<file path="config.mk">
export PLATFORM = sky130hd
export DESIGN_NAME = matrix_store_writer_flat
export DESIGN_NICKNAME = d
export VERILOG_FILES = /design/src/rtl/matrix_store_writer_pkg.sv /design/src/rtl/matrix_store_writer_if.sv /design/src/rtl/matrix_store_writer_slot_base_calc.sv /design/src/rtl/matrix_store_writer.sv /design/src/flat_wrapper.sv
export SDC_FILE = /design/constraint.sdc
export NUM_CORES = 1
export LEC_CHECK = 0
export ABC_CLOCK_PERIOD_IN_PS = 6820
export CAP_MARGIN = 20
export CORE_MARGIN = 2
export CORE_UTILIZATION = 50
export DETAILED_ROUTE_END_ITERATION = 16
export GPL_TIMING_DRIVEN = 0
export PLACE_DENSITY = 0.84
export SYNTH_ARGS = -nofsm -noshare
export SYNTH_HDL_FRONTEND = slang
export SYNTH_HIERARCHICAL = 1
export SYNTH_SLANG_ARGS = --single-unit
</file>
<file path="constraint.sdc">
create_clock -name clk -period 6.82 [get_ports clk]
set_clock_uncertainty 0.15 [all_clocks]
set_input_delay 1.364 -clock clk [delete_from_list [all_inputs] [get_ports clk]]
set_output_delay 1.364 -clock clk [all_outputs]
set_load 0.02 [all_outputs]
</file>
<file path="src/rtl/matrix_store_writer_pkg.sv">
// Shared definitions for the matrix storage path: writer FSM states and the
// 3-word slot header layout that the selector and reader decode the same way.
package matrix_storage_pkg;

  typedef enum logic [2:0] {
    IDLE,
    CHECK,
    HDR0,
    HDR1,
    HDR2,
    DATA,
    DONE
  } store_state_t;

  localparam int HDR_WORDS     = 3;
  localparam int HDR_DIM_OFS   = 0;
  localparam int HDR_NAME0_OFS = 1;
  localparam int HDR_NAME1_OFS = 2;

  // Header word 0 carries the dimensions, rows in the upper byte of the low half.
  function automatic logic [31:0] hdr_dim_word(input logic [7:0] rows,
                                               input logic [7:0] cols);
    return {16'h0000, rows, cols};
  endfunction

  // Name words put the lowest-numbered byte in the MSBs.
  function automatic logic [31:0] hdr_name_word(input logic [7:0] b0,
                                                input logic [7:0] b1,
                                                input logic [7:0] b2,
                                                input logic [7:0] b3);
    return {b0, b1, b2, b3};
  endfunction

endpackage

</file>
<file path="src/rtl/matrix_store_writer_if.sv">
// Request/data handshake between the compute-side storage manager (master)
// and the matrix store writer (slave).
interface matrix_store_writer_if #(
  parameter int DATA_WIDTH = 32
);

  logic                  write_request;
  logic                  write_ready;
  logic [2:0]            write_matrix_id;
  logic [7:0]            write_rows;
  logic [7:0]            write_cols;
  logic [0:7][7:0]       write_name;
  logic [DATA_WIDTH-1:0] write_data;
  logic                  write_data_valid;
  logic                  writer_ready;
  logic                  write_done;
  logic                  write_error;

  modport master (
    output write_request, write_matrix_id, write_rows, write_cols, write_name,
           write_data, write_data_valid,
    input  write_ready, writer_ready, write_done, write_error
  );

  modport slave (
    input  write_request, write_matrix_id, write_rows, write_cols, write_name,
           write_data, write_data_valid,
    output write_ready, writer_ready, write_done, write_error
  );

endinterface

</file>
<file path="src/rtl/matrix_store_writer_slot_base_calc.sv">
// Registered slot base address. It loads on the same edge that accepts a
// request, so the base is already stable while the request is being checked
// and can address the first header word directly.
module slot_base_calc #(
  parameter int BLOCK_SIZE = 1152,
  parameter int ADDR_WIDTH = 14
) (
  input  logic                  clk,
  input  logic                  rst,
  input  logic                  load,
  input  logic [2:0]            id,
  output logic [ADDR_WIDTH-1:0] base
);

  // Capture id x BLOCK_SIZE, truncated to the BRAM address width.
  always_ff @(posedge clk) begin
    if (rst) begin
      base <= '0;
    end else if (load) begin
      base <= ADDR_WIDTH'(32'(id) * 32'(BLOCK_SIZE));
    end
  end

endmodule

</file>
<file path="src/rtl/matrix_store_writer.sv">
// Storage-side write engine: validates a result-matrix write request, writes
// the 3-word header into the slot, streams the element words after it and
// keeps a per-slot valid bitmap for the selector and display logic.
module matrix_store_writer
  import matrix_storage_pkg::*;
#(
  parameter int BLOCK_SIZE = 1152,
  parameter int DATA_WIDTH = 32,
  parameter int ADDR_WIDTH = 14,
  parameter int NUM_SLOTS  = 8
) (
  input  logic                   clk,
  input  logic                   rst,
  matrix_store_writer_if.slave   wr,
  output logic                   bram_wr_en,
  output logic [ADDR_WIDTH-1:0]  bram_wr_addr,
  output logic [DATA_WIDTH-1:0]  bram_wr_data,
  output logic [NUM_SLOTS-1:0]   slot_valid
);

  store_state_t          state;
  logic [2:0]            id_q;
  logic [7:0]            rows_q;
  logic [7:0]            cols_q;
  logic [0:7][7:0]       name_q;
  logic [15:0]           total_q;
  logic [15:0]           count_q;
  logic [ADDR_WIDTH-1:0] base_addr;
  logic                  base_load;
  logic [15:0]           total_calc;
  logic                  reject;

  assign base_load  = (state == IDLE) && wr.write_request;
  assign total_calc = 16'(rows_q) * 16'(cols_q);
  assign reject     = (rows_q == 8'd0) || (cols_q == 8'd0) ||
                      (32'(total_calc) > 32'(BLOCK_SIZE - HDR_WORDS)) ||
                      (32'(id_q) >= 32'(NUM_SLOTS));

  slot_base_calc #(
    .BLOCK_SIZE (BLOCK_SIZE),
    .ADDR_WIDTH (ADDR_WIDTH)
  ) u_slot_base_calc (
    .clk  (clk),
    .rst  (rst),
    .load (base_load),
    .id   (wr.write_matrix_id),
    .base (base_addr)
  );

  // Single FSM with registered handshake, BRAM port and valid bitmap; the
  // write strobe and status pulses default low every cycle.
  always_ff @(posedge clk) begin
    if (rst) begin
      state           <= IDLE;
      id_q            <= '0;
      rows_q          <= '0;
      cols_q          <= '0;
      name_q          <= '0;
      total_q         <= '0;
      count_q         <= '0;
      wr.write_ready  <= 1'b1;
      wr.writer_ready <= 1'b0;
      wr.write_done   <= 1'b0;
      wr.write_error  <= 1'b0;
      bram_wr_en      <= 1'b0;
      bram_wr_addr    <= '0;
      bram_wr_data    <= '0;
      slot_valid      <= '0;
    end else begin
      bram_wr_en     <= 1'b0;
      wr.write_done  <= 1'b0;
      wr.write_error <= 1'b0;
      case (state)
        IDLE: begin
          if (wr.write_request) begin
            id_q           <= wr.write_matrix_id;
            rows_q         <= wr.write_rows;
            cols_q         <= wr.write_cols;
            name_q         <= wr.write_name;
            wr.write_ready <= 1'b0;
            state          <= CHECK;
          end
        end
        CHECK: begin
          total_q <= total_calc;
          count_q <= '0;
          if (reject) begin
            wr.write_error <= 1'b1;
            wr.write_ready <= 1'b1;
            state          <= IDLE;
          end else begin
            slot_valid[id_q] <= 1'b0;
            bram_wr_en       <= 1'b1;
            bram_wr_addr     <= base_addr + ADDR_WIDTH'(HDR_DIM_OFS);
            bram_wr_data     <= DATA_WIDTH'(hdr_dim_word(rows_q, cols_q));
            state            <= HDR0;
          end
        end
        HDR0: begin
          bram_wr_en   <= 1'b1;
          bram_wr_addr <= base_addr + ADDR_WIDTH'(HDR_NAME0_OFS);
          bram_wr_data <= DATA_WIDTH'(hdr_name_word(name_q[0], name_q[1],
                                                    name_q[2], name_q[3]));
          state        <= HDR1;
        end
        HDR1: begin
          bram_wr_en   <= 1'b1;
          bram_wr_addr <= base_addr + ADDR_WIDTH'(HDR_NAME1_OFS);
          bram_wr_data <= DATA_WIDTH'(hdr_name_word(name_q[4], name_q[5],
                                                    name_q[6], name_q[7]));
          state        <= HDR2;
        end
        HDR2: begin
          wr.writer_ready <= 1'b1;
          state           <= DATA;
        end
        DATA: begin
          if (wr.write_data_valid) begin
            bram_wr_en   <= 1'b1;
            bram_wr_addr <= base_addr + ADDR_WIDTH'(HDR_WORDS) + ADDR_WIDTH'(count_q);
            bram_wr_data <= wr.write_data;
            count_q      <= count_q + 16'd1;
            if (count_q + 16'd1 == total_q) begin
              wr.writer_ready <= 1'b0;
              wr.write_done   <= 1'b1;
              state           <= DONE;
            end
          end
        end
        DONE: begin
          slot_valid[id_q] <= 1'b1;
          wr.write_ready   <= 1'b1;
          state            <= IDLE;
        end
        default: begin
          state <= IDLE;
        end
      endcase
    end
  end

endmodule
</file>
<file path="src/flat_wrapper.sv">
// flat-port wrapper written by rule: the top's interface ports become plain ports
module matrix_store_writer_flat import matrix_storage_pkg::*;
#(
  parameter int BLOCK_SIZE = 1152,
  parameter int DATA_WIDTH = 32,
  parameter int ADDR_WIDTH = 14,
  parameter int NUM_SLOTS  = 8
)
  (clk, rst, bram_wr_en, bram_wr_addr, bram_wr_data, slot_valid, wr_write_request, wr_write_matrix_id, wr_write_rows, wr_write_cols, wr_write_name, wr_write_data, wr_write_data_valid, wr_write_ready, wr_writer_ready, wr_write_done, wr_write_error);
  matrix_store_writer_if #(.DATA_WIDTH(DATA_WIDTH)) wr_i ();
  input  logic clk;
  input  logic rst;
  output logic bram_wr_en;
  output logic [ADDR_WIDTH-1:0] bram_wr_addr;
  output logic [DATA_WIDTH-1:0] bram_wr_data;
  output logic [NUM_SLOTS-1:0] slot_valid;
  input wire logic [$bits(wr_i.write_request)-1:0] wr_write_request;
  input wire logic [$bits(wr_i.write_matrix_id)-1:0] wr_write_matrix_id;
  input wire logic [$bits(wr_i.write_rows)-1:0] wr_write_rows;
  input wire logic [$bits(wr_i.write_cols)-1:0] wr_write_cols;
  input wire logic [$bits(wr_i.write_name)-1:0] wr_write_name;
  input wire logic [$bits(wr_i.write_data)-1:0] wr_write_data;
  input wire logic [$bits(wr_i.write_data_valid)-1:0] wr_write_data_valid;
  output wire logic [$bits(wr_i.write_ready)-1:0] wr_write_ready;
  output wire logic [$bits(wr_i.writer_ready)-1:0] wr_writer_ready;
  output wire logic [$bits(wr_i.write_done)-1:0] wr_write_done;
  output wire logic [$bits(wr_i.write_error)-1:0] wr_write_error;
  assign wr_i.write_request = wr_write_request;
  assign wr_i.write_matrix_id = wr_write_matrix_id;
  assign wr_i.write_rows = wr_write_rows;
  assign wr_i.write_cols = wr_write_cols;
  assign wr_i.write_name = wr_write_name;
  assign wr_i.write_data = wr_write_data;
  assign wr_i.write_data_valid = wr_write_data_valid;
  assign wr_write_ready = wr_i.write_ready;
  assign wr_writer_ready = wr_i.writer_ready;
  assign wr_write_done = wr_i.write_done;
  assign wr_write_error = wr_i.write_error;
  matrix_store_writer #(.BLOCK_SIZE(BLOCK_SIZE), .DATA_WIDTH(DATA_WIDTH), .ADDR_WIDTH(ADDR_WIDTH), .NUM_SLOTS(NUM_SLOTS)) u_core (.clk(clk), .rst(rst), .wr(wr_i), .bram_wr_en(bram_wr_en), .bram_wr_addr(bram_wr_addr), .bram_wr_data(bram_wr_data), .slot_valid(slot_valid));
endmodule
</file>
==> key figures <==
Status
  – Status: completed

Cells and area
  – Cell Count, Final, Fillers Out: between 2,000 and 2,500
  – Area Growth Syn to Fin: 24.25%
  – Share of post-route cells with drive strength above 1: 4.543%
  – # nets final: approximately 1,900
  – Final Util: between 60% and 70%

Critical path
  – Critical path arrival: about 6.7 ns
  – Worst Path Max Fanout: 10
  – Worst reg2reg startpoint: u_core/cols_q[7]
  – FF-to-FF path depth: 19
  – Crit Reg-Reg Endpoint: u_core/bram_wr_data[11]
  – Crit path kind: flop to flop
  – Worst Setup SP: u_core/cols_q[7]
  – Startpoint Class: flop
  – Worst EP required: between 7 and 8 ns
  – Worst reg-to-reg setup slack: 0.33 ns
  – Critical Path Sink Type: flop

Route
  – Pre-antenna DRT Iters: 5
  – Detail Route Antenna Nets: 0
  – Via count: about 12,000
  – Avg WL per Cell: 18.13 um
  – Drt initial violations: between 1,000 and 1,500
  – Final WL: around 37,000 um
  – Residual DRC: 0
  – Routed vias/inst: just under 6

CTS
  – Clock sinks: 180
  – Root Driver: clkbuf_16
  – CTS Buffer Depth: 2
  – # H-tree levels: 4
  – Clock buffer count from CTS: 17
  – Clk_lat worst skew: between 0.4 and 0.5 ns
  – CTS tree: yes
  – Clk slew on worst S/H paths: 0.08 ns
  – Setup Buffers After CTS: 0

Place
  – Total placed cells including tap cells: ~2,000
  – HPWL Detailed: around 28,000 um
  – GP Congestion: 0.9556
  – Port Buf Inserts: ~180
  – DP Worst Slack: approximately 0.22 ns

Die
  – Die W: between 150 and 200 um
  – Initial cell density of the core: between 50% and 60%
  – IO Count: 178
  – Rows: 56
  – DIE AREA: about 25,000 um2
  – Core footprint: roughly 23,000 um2
  – Height of the die: 157.5 um

Yosys
  – Avg Cell Area, Syn: 7.851 um2
  – Post-synth top area cell: dfxtp_1
  – Ys Warns: 6
  – Post-Syn Area: around 12,000 um2
  – Cells after Synth: 1,501
  – Top area cells in the synthesized netlist: dfxtp_1 (31%), nand2_1 (8.7%), ha_1 (6.8%)
  – Post-synthesis sequential area ratio: 30.58%
  – Yosys cell types: 71
  – Synth Flop Type: dfxtp_1
  – #FFs+latches synth: between 150 and 200
  – FFs w/ async S/R, synth: 0%
  – Post-synth top area share: a little under a third
  – Post-synth EDFFs: 0
  – Post-synth top cells: nand2_1 (272), dfxtp_1 (180), a21oi_1 (159)
  – Most frequent cell after synthesis: nand2_1

Min path
  – Worst hold start: u_core/name_q[61]
  – Hold crit path type: flop to flop
  – Hold Path Sink: u_core/name_q[61]
  – Hold depth: 2

STA
  – Final setup fails: 0
  – Final slew viol count: 0
  – Fin worst setup slack: 0.3307 ns
  – Count of final hold-check violations: 0
  – Final worst path period share: between 90% and 100%
  – Worst Tran Pin Value: a little under 1 ns
  – Max_slew headroom: about a third
  – Unrepaired setup endpoints after global routing: no
  – Fmax: between 150 and 200 MHz
  – Fin crit period: about 6.5 ns
  – Post-Route Setup TNS: 0 ns

Global route
  – Number of global-route vias before repair: 11,630
  – Overall Global Routing Usage: 30.00%
  – First-pass GRT wire length: around 59,000 um
  – Largest net degree at the start of global routing: 23
  – Initial antenna violation count: 1
  – GRT overflow: 0

Power
  – Pwr dens: around 210 nW/um2
  – Peak supply drop: ~0.16 mV
  – Leak Pwr: 5.776 nW

Run
  – Max Cap Viol: 0
power breakdown:
part           internal [W]  total [W]  switching, W
sequential          0.00114    0.00120     0.0000590
clock              0.000514    0.00105      0.000537
combinational      0.000342   0.000825      0.000483
cell type report:
class                      instances  area, um2
fill                            1945       8691
multi-input combinational       1139       7433
sequential                       180       3603
timing repair buffer             177       1772
buffer                           124      546.8
clock buffer                      17      425.4
tap                              319      399.1
inverter                          65      244.0
clock inverter                    15      215.2
antenna                            1      2.502
flip-flops by register name (all words and copies together), names as in the netlist, named ones only:
name,flops
u_core/bram_wr_addr,14
u_core/bram_wr_data,32
u_core/bram_wr_en,1
u_core/cols_q,8
u_core/count_q,16
u_core/id_q,3
u_core/name_q,64
u_core/rows_q,8
u_core/state,3
u_core/total_q,16
u_core/u_slot_base_calc/base,3
u_core/wr.write_done,1
u_core/wr.write_error,1
u_core/wr.write_ready,1
u_core/wr.writer_ready,1
per-layer routing:
metal	wire length, um	vias to the layer above	GRT usage [%]
li1	-	5642	-
met1	15370	5652	38.88
met2	17400	594	50.70
met3	2935	93	4.543
met4	1224	0	10.82
met5	0	-	0
how the worst max path moves through the flow:
stage	endpoint	slack, ns	depth (start not counted)
2_1_floorplan	u_core/bram_wr_data[13]	1.17	19
3_3_place_gp	u_core/bram_wr_data[29]	0.36	18
3_5_place_dp	u_core/bram_wr_data[16]	0.22	18
4_1_cts	u_core/bram_wr_data[29]	0.18	18
5_1_grt	u_core/bram_wr_data[12]	0.09	19
6_report	u_core/bram_wr_data[11]	0.33	19
worst max-delay path: stages, from the launching register on:
cell and delay [ns]:
dfxtp_1 0.34, clkbuf_1 0.38, and2_1 0.24, fa_1 0.45, fa_1 0.55, fa_1 0.55
inv_1 0.06, fa_1 0.53, inv_1 0.04, ha_1 0.26, buf_2 0.18, nand3_1 0.15
o2111ai_1 0.36, xor2_1 0.16, or4_4 0.58, a2111o_1 0.53, o31ai_2 0.20, buf_4 0.27
buf_12 0.18, mux2i_1 0.22
through the flow:
stage / total power, W / hold slack, ns / area (um2)
after floorplan: 0.001698 / 0.2829 / 11810
after global placement: 0.001996 / 0.2881 / 13980
after detailed placement: 0.002015 / 0.2946 / 13980
after CTS: 0.003060 / 0.3069 / 14620
after global routing: 0.003198 / 0.3217 / 14640
final: 0.003072 / 0.3089 / 14640
cells in the final DEF, fill, tap and decap left out, types with 6 or more instances in the layout:
cell | synthesis | routed
a21oi_1 | 159 | 159
xnor2_1 | 23 | 23
buf_4 | 14 | 14
nor4_1 | 13 | 13
conb_1 | 1 | 8
clkbuf_16 | 0 | 17
o22ai_1 | 19 | 19
nor2_1 | 101 | 101
nor3_1 | 21 | 20
o211ai_1 | 7 | 7
inv_1 | 64 | 64
mux2_2 | 19 | 19
a31oi_1 | 10 | 10
buf_1 | 9 | 9
a22oi_1 | 8 | 8
a21o_1 | 9 | 9
o21ai_0 | 52 | 52
nand2b_1 | 7 | 7
nand4_1 | 10 | 10
xor2_1 | 12 | 12
nand2_1 | 272 | 272
and2_1 | 56 | 56
a311oi_1 | 31 | 31
and3_1 | 15 | 15
nand3_1 | 26 | 26
fa_1 | 37 | 37
ha_1 | 64 | 64
clkinv_8 | 0 | 6
nor3b_1 | 8 | 8
mux2i_1 | 40 | 40
dfxtp_1 | 180 | 180
clkdlybuf4s50_1 | 0 | 177
nor2b_1 | 8 | 8
a211oi_1 | 40 | 40
clkbuf_1 | 95 | 95
kinds of logic after synthesis:
logic type / Yosys count / synth area share (%)
and+or+nand+nor: 553 / 21.26
AOI/OAI and AO/OA: 383 / 20.52
buffers and inverters: 189 / 6.710
DFF: 180 / 30.58
adders and majority gates: 101 / 13.08
muxes: 59 / 5.213
xor gates and xnor gates: 35 / 2.601
other: 1 / 0.03182
timing repair:
action                                  4_1_cts  5_1_grt
endpoints found under the setup margin        0       30
hold buffers                                  0        0
gates resized for setup                       0        2
(Power assumes the default switching activity.)
